===== src/rtl/alu_pipe_reg_if.sv =====
// Operand/opcode request and result/flag response bundle for alu_pipe_reg.
// The master drives operands and the slave returns the registered results.
interface alu_pipe_reg_if #(parameter int WIDTH = 4);
  logic             in_valid;
  logic [WIDTH-1:0] a;
  logic [WIDTH-1:0] b;
  logic [2:0]       sel;
  logic             acc_mode;
  logic             acc_clr;
  logic             out_valid;
  logic [WIDTH-1:0] g;
  logic             carry;
  logic             zero;
  logic             ovf;
  logic [WIDTH-1:0] acc;

  modport master (
    output in_valid, a, b, sel, acc_mode, acc_clr,
    input  out_valid, g, carry, zero, ovf, acc
  );

  modport slave (
    input  in_valid, a, b, sel, acc_mode, acc_clr,
    output out_valid, g, carry, zero, ovf, acc
  );
endinterface


===== src/rtl/alu_pipe_reg.sv =====
// Two-stage select-ALU: S1 captures operands, S2 computes and registers the result and flags.
// An accumulator can stand in for operand A, and acc-mode results are written back into it.
module alu_pipe_reg #(
  parameter int WIDTH = 4
) (
  input  logic          clk,
  input  logic          reset,
  alu_pipe_reg_if.slave bus
);
  localparam int STAGES = 2;
  localparam logic [2:0] OP_ADD = 3'b000;
  localparam logic [2:0] OP_SUB = 3'b001;
  localparam logic [2:0] OP_AND = 3'b010;
  localparam logic [2:0] OP_OR  = 3'b011;
  localparam logic [2:0] OP_XOR = 3'b100;
  localparam logic [2:0] OP_NOT = 3'b101;
  localparam logic [2:0] OP_SHL = 3'b110;
  localparam logic [2:0] OP_SHR = 3'b111;
  localparam logic [WIDTH:0] WLIM = (WIDTH+1)'(WIDTH);

  logic [STAGES:1]  vld_pipe;
  logic [WIDTH-1:0] a_s1, b_s1;
  logic [2:0]       sel_s1;
  logic             accm_s1;
  logic [WIDTH-1:0] g_q, acc_q;
  logic             carry_q, zero_q, ovf_q;

  logic [WIDTH-1:0] opa, res;
  logic [WIDTH:0]   sum;
  logic             cy, ov, shamt_ok;

  // S1: operands only move when a new op is presented
  always_ff @(posedge clk or negedge reset) begin
    if (!reset) begin
      vld_pipe <= '0;
      a_s1     <= '0;
      b_s1     <= '0;
      sel_s1   <= '0;
      accm_s1  <= 1'b0;
    end else begin
      vld_pipe <= {vld_pipe[STAGES-1:1], bus.in_valid};
      if (bus.in_valid) begin
        a_s1    <= bus.a;
        b_s1    <= bus.b;
        sel_s1  <= bus.sel;
        accm_s1 <= bus.acc_mode;
      end
    end
  end

  // acc is read here in S2, so chained acc ops see the previous write-back without a stall
  assign opa      = accm_s1 ? acc_q : a_s1;
  assign shamt_ok = ({1'b0, b_s1} < WLIM);

  always_comb begin
    sum = '0;
    res = '0;
    cy  = 1'b0;
    ov  = 1'b0;
    unique case (sel_s1)
      OP_ADD: begin
        sum = {1'b0, opa} + {1'b0, b_s1};
        res = sum[WIDTH-1:0];
        cy  = sum[WIDTH];
        ov  = (opa[WIDTH-1] == b_s1[WIDTH-1]) && (res[WIDTH-1] != opa[WIDTH-1]);
      end
      OP_SUB: begin
        sum = {1'b0, opa} - {1'b0, b_s1};
        res = sum[WIDTH-1:0];
        cy  = sum[WIDTH];
        ov  = (opa[WIDTH-1] != b_s1[WIDTH-1]) && (res[WIDTH-1] != opa[WIDTH-1]);
      end
      OP_AND: res = opa & b_s1;
      OP_OR:  res = opa | b_s1;
      OP_XOR: res = opa ^ b_s1;
      OP_NOT: res = ~opa;
      OP_SHL: res = shamt_ok ? (opa << b_s1) : '0;
      OP_SHR: res = shamt_ok ? (opa >> b_s1) : '0;
      default: res = '0;
    endcase
  end

  // S2: result and flags hold across bubbles
  always_ff @(posedge clk or negedge reset) begin
    if (!reset) begin
      g_q     <= '0;
      carry_q <= 1'b0;
      zero_q  <= 1'b0;
      ovf_q   <= 1'b0;
    end else if (vld_pipe[1]) begin
      g_q     <= res;
      carry_q <= cy;
      zero_q  <= (res == '0);
      ovf_q   <= ov;
    end
  end

  // Clear wins over a same-edge write-back; the op computing this cycle still used the old acc
  always_ff @(posedge clk or negedge reset) begin
    if (!reset)                         acc_q <= '0;
    else if (bus.acc_clr)               acc_q <= '0;
    else if (vld_pipe[1] && accm_s1)    acc_q <= res;
  end

  assign bus.out_valid = vld_pipe[STAGES];
  assign bus.g         = g_q;
  assign bus.carry     = carry_q;
  assign bus.zero      = zero_q;
  assign bus.ovf       = ovf_q;
  assign bus.acc       = acc_q;
endmodule

===== src/flat_wrapper.sv =====
// flat-port wrapper written by rule: the top's interface ports become plain ports
module alu_pipe_reg_flat 
#(
  parameter int WIDTH = 4
)
  (clk, reset, bus_in_valid, bus_a, bus_b, bus_sel, bus_acc_mode, bus_acc_clr, bus_out_valid, bus_g, bus_carry, bus_zero, bus_ovf, bus_acc);
  alu_pipe_reg_if #(.WIDTH(WIDTH)) bus_i ();
  input  logic clk;
  input  logic reset;
  input wire logic [$bits(bus_i.in_valid)-1:0] bus_in_valid;
  input wire logic [$bits(bus_i.a)-1:0] bus_a;
  input wire logic [$bits(bus_i.b)-1:0] bus_b;
  input wire logic [$bits(bus_i.sel)-1:0] bus_sel;
  input wire logic [$bits(bus_i.acc_mode)-1:0] bus_acc_mode;
  input wire logic [$bits(bus_i.acc_clr)-1:0] bus_acc_clr;
  output wire logic [$bits(bus_i.out_valid)-1:0] bus_out_valid;
  output wire logic [$bits(bus_i.g)-1:0] bus_g;
  output wire logic [$bits(bus_i.carry)-1:0] bus_carry;
  output wire logic [$bits(bus_i.zero)-1:0] bus_zero;
  output wire logic [$bits(bus_i.ovf)-1:0] bus_ovf;
  output wire logic [$bits(bus_i.acc)-1:0] bus_acc;
  assign bus_i.in_valid = bus_in_valid;
  assign bus_i.a = bus_a;
  assign bus_i.b = bus_b;
  assign bus_i.sel = bus_sel;
  assign bus_i.acc_mode = bus_acc_mode;
  assign bus_i.acc_clr = bus_acc_clr;
  assign bus_out_valid = bus_i.out_valid;
  assign bus_g = bus_i.g;
  assign bus_carry = bus_i.carry;
  assign bus_zero = bus_i.zero;
  assign bus_ovf = bus_i.ovf;
  assign bus_acc = bus_i.acc;
  alu_pipe_reg #(.WIDTH(WIDTH)) u_core (.clk(clk), .reset(reset), .bus(bus_i));
endmodule

===== config.mk =====
export PLATFORM = sky130hd
export DESIGN_NAME = alu_pipe_reg_flat
export DESIGN_NICKNAME = d
export VERILOG_FILES = /design/src/rtl/alu_pipe_reg_if.sv /design/src/rtl/alu_pipe_reg.sv /design/src/flat_wrapper.sv
export SDC_FILE = /design/constraint.sdc
export NUM_CORES = 1
export LEC_CHECK = 0
export ABC_CLOCK_PERIOD_IN_PS = 2900
export CORE_ASPECT_RATIO = 0.8
export CORE_MARGIN = 10
export CORE_UTILIZATION = 56
export CTS_BUF_LIST = sky130_fd_sc_hd__clkbuf_8
export CTS_CLUSTER_DIAMETER = 40
export DETAILED_ROUTE_END_ITERATION = 10
export PLACE_DENSITY = 0.83
export SETUP_SLACK_MARGIN = 0.5
export SLEW_MARGIN = 20
export SYNTH_ARGS = -nofsm -noshare
export SYNTH_HDL_FRONTEND = slang
export SYNTH_SLANG_ARGS = --single-unit

===== constraint.sdc =====
create_clock -name clk -period 2.9 [get_ports clk]
set_input_delay 0.58 -clock clk [delete_from_list [all_inputs] [get_ports clk]]
set_output_delay 0.58 -clock clk [all_outputs]
set_load 0.02 [all_outputs]

=== Yosys cells after proc, flatten, opt, wreduce, memory -nomap -nowiden ===
Cells that the tools add are included.

* Register bits: 25
* Output and inout bits: 12

* $add $sub $neg: 2
* Magnitude comparators: 1
* Eq/ne operators: 11
* Shift operators: 2
* Muxes and demuxes: 8
* Bitwise gates (word level): 4
* Reduce and logical (&&, ||, !) cells: 6

{| class="wikitable"
|+ Operator list
! operator !! count
|-
| $pmux W4 S8 || 1
|-
| $mux W4 || 5
|-
| $eq A3 B3 Y1 const B || 4
|-
| $eq A3 B2 Y1 const B || 2
|-
| $add A4 B4 Y5 || 1
|-
| $sub A4 B4 Y5 || 1
|-
| $and A4 B4 Y4 || 1
|-
| $logic_not A4 Y1 || 1
|-
| $lt A4 B3 Y1 const B || 1
|-
| $not A4 Y4 || 1
|-
| $or A4 B4 Y4 || 1
|-
| $pmux W1 S2 || 2
|-
| $shl A4 B4 Y4 || 1
|-
| $shr A4 B4 Y4 || 1
|-
| $xor A4 B4 Y4 || 1
|-
| $eq A3 B1 Y1 const B || 1
|-
| $logic_and A1 B1 Y1 || 3
|-
| $logic_not A3 Y1 || 1
|-
| $ne A1 B1 Y1 || 3
|-
| $reduce_bool A2 Y1 || 1
|-
| $eq A1 B1 Y1 || 1
|}

=== Depth between registers and ports, before layout ===
* Depth after elaboration: 6
* Gate-level depth with buffers: 12
* Depth with buffers taken out: 11

=== Worst setup path before layout ===
OpenSTA, ideal clock, no wires.

* Path kind: reg2reg
* Start: reg u_core.accm_s1
* End: reg u_core.zero_q, in the netlist u_core.bus.zero
* Library setup time: 0.096 ns
* Data arrival time: 2.496 ns
* Data required time: 2.804 ns
* Slack: 0.309 ns
* Cell stages (with the launch flop): 12
* Buffers on the path: 1
* Cell sequence: dfrtp_1 buf_6 mux2i_2 ha_1 inv_1 fa_1 xnor2_1 mux4_2 nand2_1 o2111a_1 nand2_1 o32ai_2

* Cells in the longest elaborated chain, start to end: 5
* Elaborated cells between the ends (all ways): 13

{| class="wikitable"
|+ Ends and longest elaborated chain
! what !! line !! text
|-
| start, declared || alu_pipe_reg.sv:24 || <nowiki>logic accm_s1;</nowiki>
|-
| start signal, assigned || alu_pipe_reg.sv:46 || <nowiki>accm_s1 <= bus.acc_mode;</nowiki>
|-
| $mux W4 (*) || alu_pipe_reg.sv:52 || <nowiki>assign opa = accm_s1 ? acc_q : a_s1;</nowiki>
|-
| $shr A4 B4 Y4 / $shl A4 B4 Y4 (equally long branches) || alu_pipe_reg.sv:78, alu_pipe_reg.sv:77 ||
|-
| $mux W4, on equally long branches || alu_pipe_reg.sv:78, alu_pipe_reg.sv:77 ||
|-
| $pmux W4 S8 (*) || alu_pipe_reg.sv:60 || <nowiki>unique case (sel_s1)</nowiki>
|-
| $logic_not A4 Y1 (*) || alu_pipe_reg.sv:93 || <nowiki>zero_q <= (res == '0);</nowiki>
|-
| end signal, assigned || alu_pipe_reg.sv:93 ||
|-
| end, declared || alu_pipe_reg.sv:26 || <nowiki>logic carry_q, zero_q, ovf_q;</nowiki>
|}

Every way passes the cells marked *; elsewhere a longest branch is shown, timed or not.
A chain may end at the register's enable or synchronous reset.

=== Worst setup path after layout ===
Same ends and word-level chain as after synthesis.

==> results.toml <==
[status]
outcome = "finished clean"

[critical_path]
cp_max_fo = 6
cp-start-kind = "register"
critPathTopFamily = "multiplexers"
worst_setup_path_end_kind = "register"
crit_slowest_cell = "mux4_2"
path_cells = "mux2i_4, ha_2, inv_2, fa_2, xnor2_1, mux4_2, nand2_1, o2111a_1, nand2_2, o32ai_2"
path_class = "register to register"
path_depth = 10
critPathMaxStageDelay_ns = 0.45
crit_required_ns = 3.09
cp.arrival_ns = 2.80
reg2regPathDepth = 10
cp_num_buf_inv = 1

[yosys]
synth_cells = 188
synth_seq_area_share_pct = 34.8
synth_edf_count = 0
ys_async_sr_fraction_pct = 100
synth.area.top_cells = "dfrtp_1 (35%), ha_1 (9.0%), mux2_2 (8.8%), nand2_1 (3.8%), inv_1 (3.3%)"
synth_flop_cell = "dfrtp_1"
synthesis.nets = 219
syn_avg_cell_area_um2 = 9.56
synth-seq-cells = 25
synth.most_common_cell = "dfrtp_1"
yosys.area.top_type = "dfrtp_1"
syn_area_mm2 = 0.00180
yosysWarningCount = 0
synthTopCellsByCount = "dfrtp_1 (25), nand2_1 (18), inv_1 (16)"
synth_top_area_share_pct = 34.8
ys_types = 46

[sta]
tightest_slew_ns = 0.744
finalCritPeriodShare_pct = 90.2
setup_viol = 0
fin_setup_tns_ns = 0
slew_headroom_pct = 50.4
period_needed_ns = 2.62
hold_viol_final = 0
timing.hold.ws_ns = 0.506
fmax_ghz = 0.382
rsz0062_at_grt = "yes"
clock_skew_ns = 0.00405
drv_slew = 0

[detailed_routing]
vias = 1504
drt_iter0_drc = 129
route.detailed.drc = 0
wire_per_inst_um = 18.0
routed_wirelength_um = 4680
drt-pass1-iter-count = 5
viasPerCell = 5.78
drtAntennaViolNets = 0

[place]
dpl.hpwl_um = 3390
portBuffers = 27
place_congestion = 0.918

[grt]
grt_usage_pct = 15.7
grt-ovfl-total = 0
grt_pass1_vias = 1550
grt_pass1_wl_um = 7770
grt_max_degree = 26
antenna_found_initial = 0

[worst_hold_path]
min_path_cells = 1
hold_path_class = "register to register"

[power_and_ir_drop]
p_per_area_mw_per_mm2 = 523
p_leak_nw = 0.970
p_clk_share_pct = 17.9
sequentialPowerShare_pct = 38.1
p_int_uw = 762
irDropWorstVdd_mv = 0.370
power.switching_uw = 441
combPwrFrac_pct = 44.0
netSwitchingFraction_pct = 36.7

[clock_network]
clk_latency_ns = 0.28
h-tree-depth = 1
hold_buffers = 0
cts_tree = "done"
clock_path_buffers = 2
numCtsBuffers = 3
cts.clk_slew.worst_paths_ns = 0.09
cts-root-buf = "clkbuf_8"
cts_sinks = 25

[final_layout]
final.fill_count = 219
n_antenna_cell = 0
nNetsFinal = 252
drive_gt1_share_pct = 26.4
area_growth_pct = 27.8

[die]
die_w_um = 83.4
row_count = 18
ios = 28
dieArea_mm2 = 0.00589
core_mm2 = 0.00309
fp.dieH_um = 70.7
start_util_pct = 58.3

[job]
max-cap-violations = 0
final timing paths:
path,from,end,slack (ns)
setup / recovery,u_core.accm_s1$_DFFE_PN0P_,u_core.bus.zero$_DFFE_PN0P_,0.28
hold / removal,u_core.bus.g[2]$_DFFE_PN0P_,u_core.bus.g[2]$_DFFE_PN0P_,0.51
setup reg to reg,u_core.accm_s1$_DFFE_PN0P_,u_core.bus.zero$_DFFE_PN0P_,0.28
hold reg to reg,u_core.bus.g[2]$_DFFE_PN0P_,u_core.bus.g[2]$_DFFE_PN0P_,0.51
max in group asynchronous,reset,u_core.accm_s1$_DFFE_PN0P_,1.98
min in group asynchronous,reset,u_core.a_s1[0]$_DFFE_PN0P_,0.65
cell type report:
type | count | area [um^2] | area share, %
sequential | 25 | 628 | 27.3
clock inverter | 1 | 7.51 | 0.327
timing repair buffer | 39 | 364 | 15.8
clock buffer | 3 | 41.3 | 1.80
tap | 40 | 50.0 | 2.18
inverter | 16 | 60.1 | 2.61
multi-input combinational | 136 | 1150 | 49.9
registers in the layout (all words and copies together), names as in the netlist:
signal,count
u_core.bus.g,4
u_core.bus.ovf,1
u_core.vld_pipe,2
u_core.b_s1,4
u_core.bus.zero,1
u_core.bus.acc,4
u_core.bus.carry,1
u_core.sel_s1,3
u_core.a_s1,4
u_core.accm_s1,1
cells by family (layout without fill, tap and decap cells):
group	count (synthesis)	count (layout)	share of synthesized area (%)
multiplexers	19	19	13.8
adder cells (fa/ha/maj)	15	15	11.3
flip-flops	25	25	34.8
AO/OA/AOI/OAI	43	43	16.4
AND/OR/NAND/NOR	54	54	14.9
buffers and inverters	27	59	6.33
XOR/XNOR	5	5	2.44
per-stage QoR:
step	power, mW	instance area [um^2]	utilization, %	setup slack (ns)	cells
4_1_cts	1.17	2230	72.4	0.296	257
3_5_place_dp	0.916	2110	68.4	0.114	247
5_1_grt	1.27	2300	74.5	0.219	260
3_3_place_gp	0.892	2110	68.4	0.243	247
2_1_floorplan	0.756	1820	-	0.413	188
6_report	1.20	2300	74.5	0.283	260
worst reg2reg max path, cell delays in order (launching register included):
cell and delay [ns]:
dfrtp_2 0.42, mux2i_4 0.31, ha_2 0.24, inv_2 0.04, fa_2 0.35, xnor2_1 0.14
mux4_2 0.45, nand2_1 0.07, o2111a_1 0.21, nand2_2 0.07, o32ai_2 0.23
layout by cell type (no fill, tap or decap), types with 4 or more instances in the layout:
master / n
inv_1: 13
nand2b_1: 6
clkdlybuf4s50_1: 27
a21oi_1: 7
nand2_1: 16
ha_1: 10
o21ai_0: 9
buf_4: 11
dfrtp_1: 23
nor2b_1: 4
mux2_2: 13
nand3_1: 4
nor2_1: 7
repair_timing:
action | CTS | global route
pin swaps | 5 | 6
setup buffers | 6 | 3
hold endpoints to repair | 0 | 0
gates resized for setup | 8 | 12
endpoints found under the setup margin | 8 | 7
power groups by stage:
stage	registers (mW)	clock network (mW)	logic, mW
after detailed placement	0.460	0	0.455
after CTS	0.454	0.219	0.495
after global placement	0.456	0	0.436
after floorplan	0.464	0	0.292
after global routing	0.466	0.234	0.572
final	0.458	0.216	0.529
metal layers:
metal / share of wire [%] / vias to the layer above / GRT usage, %
met4: 1.8 / 0 / 2.26
met3: 6.3 / 12 / 4.00
met5: 0 / - / 0
li1: - / 725 / -
met2: 51 / 55 / 27.5
met1: 41 / 712 / 19.3
Power figures use the tool's default switching activity.
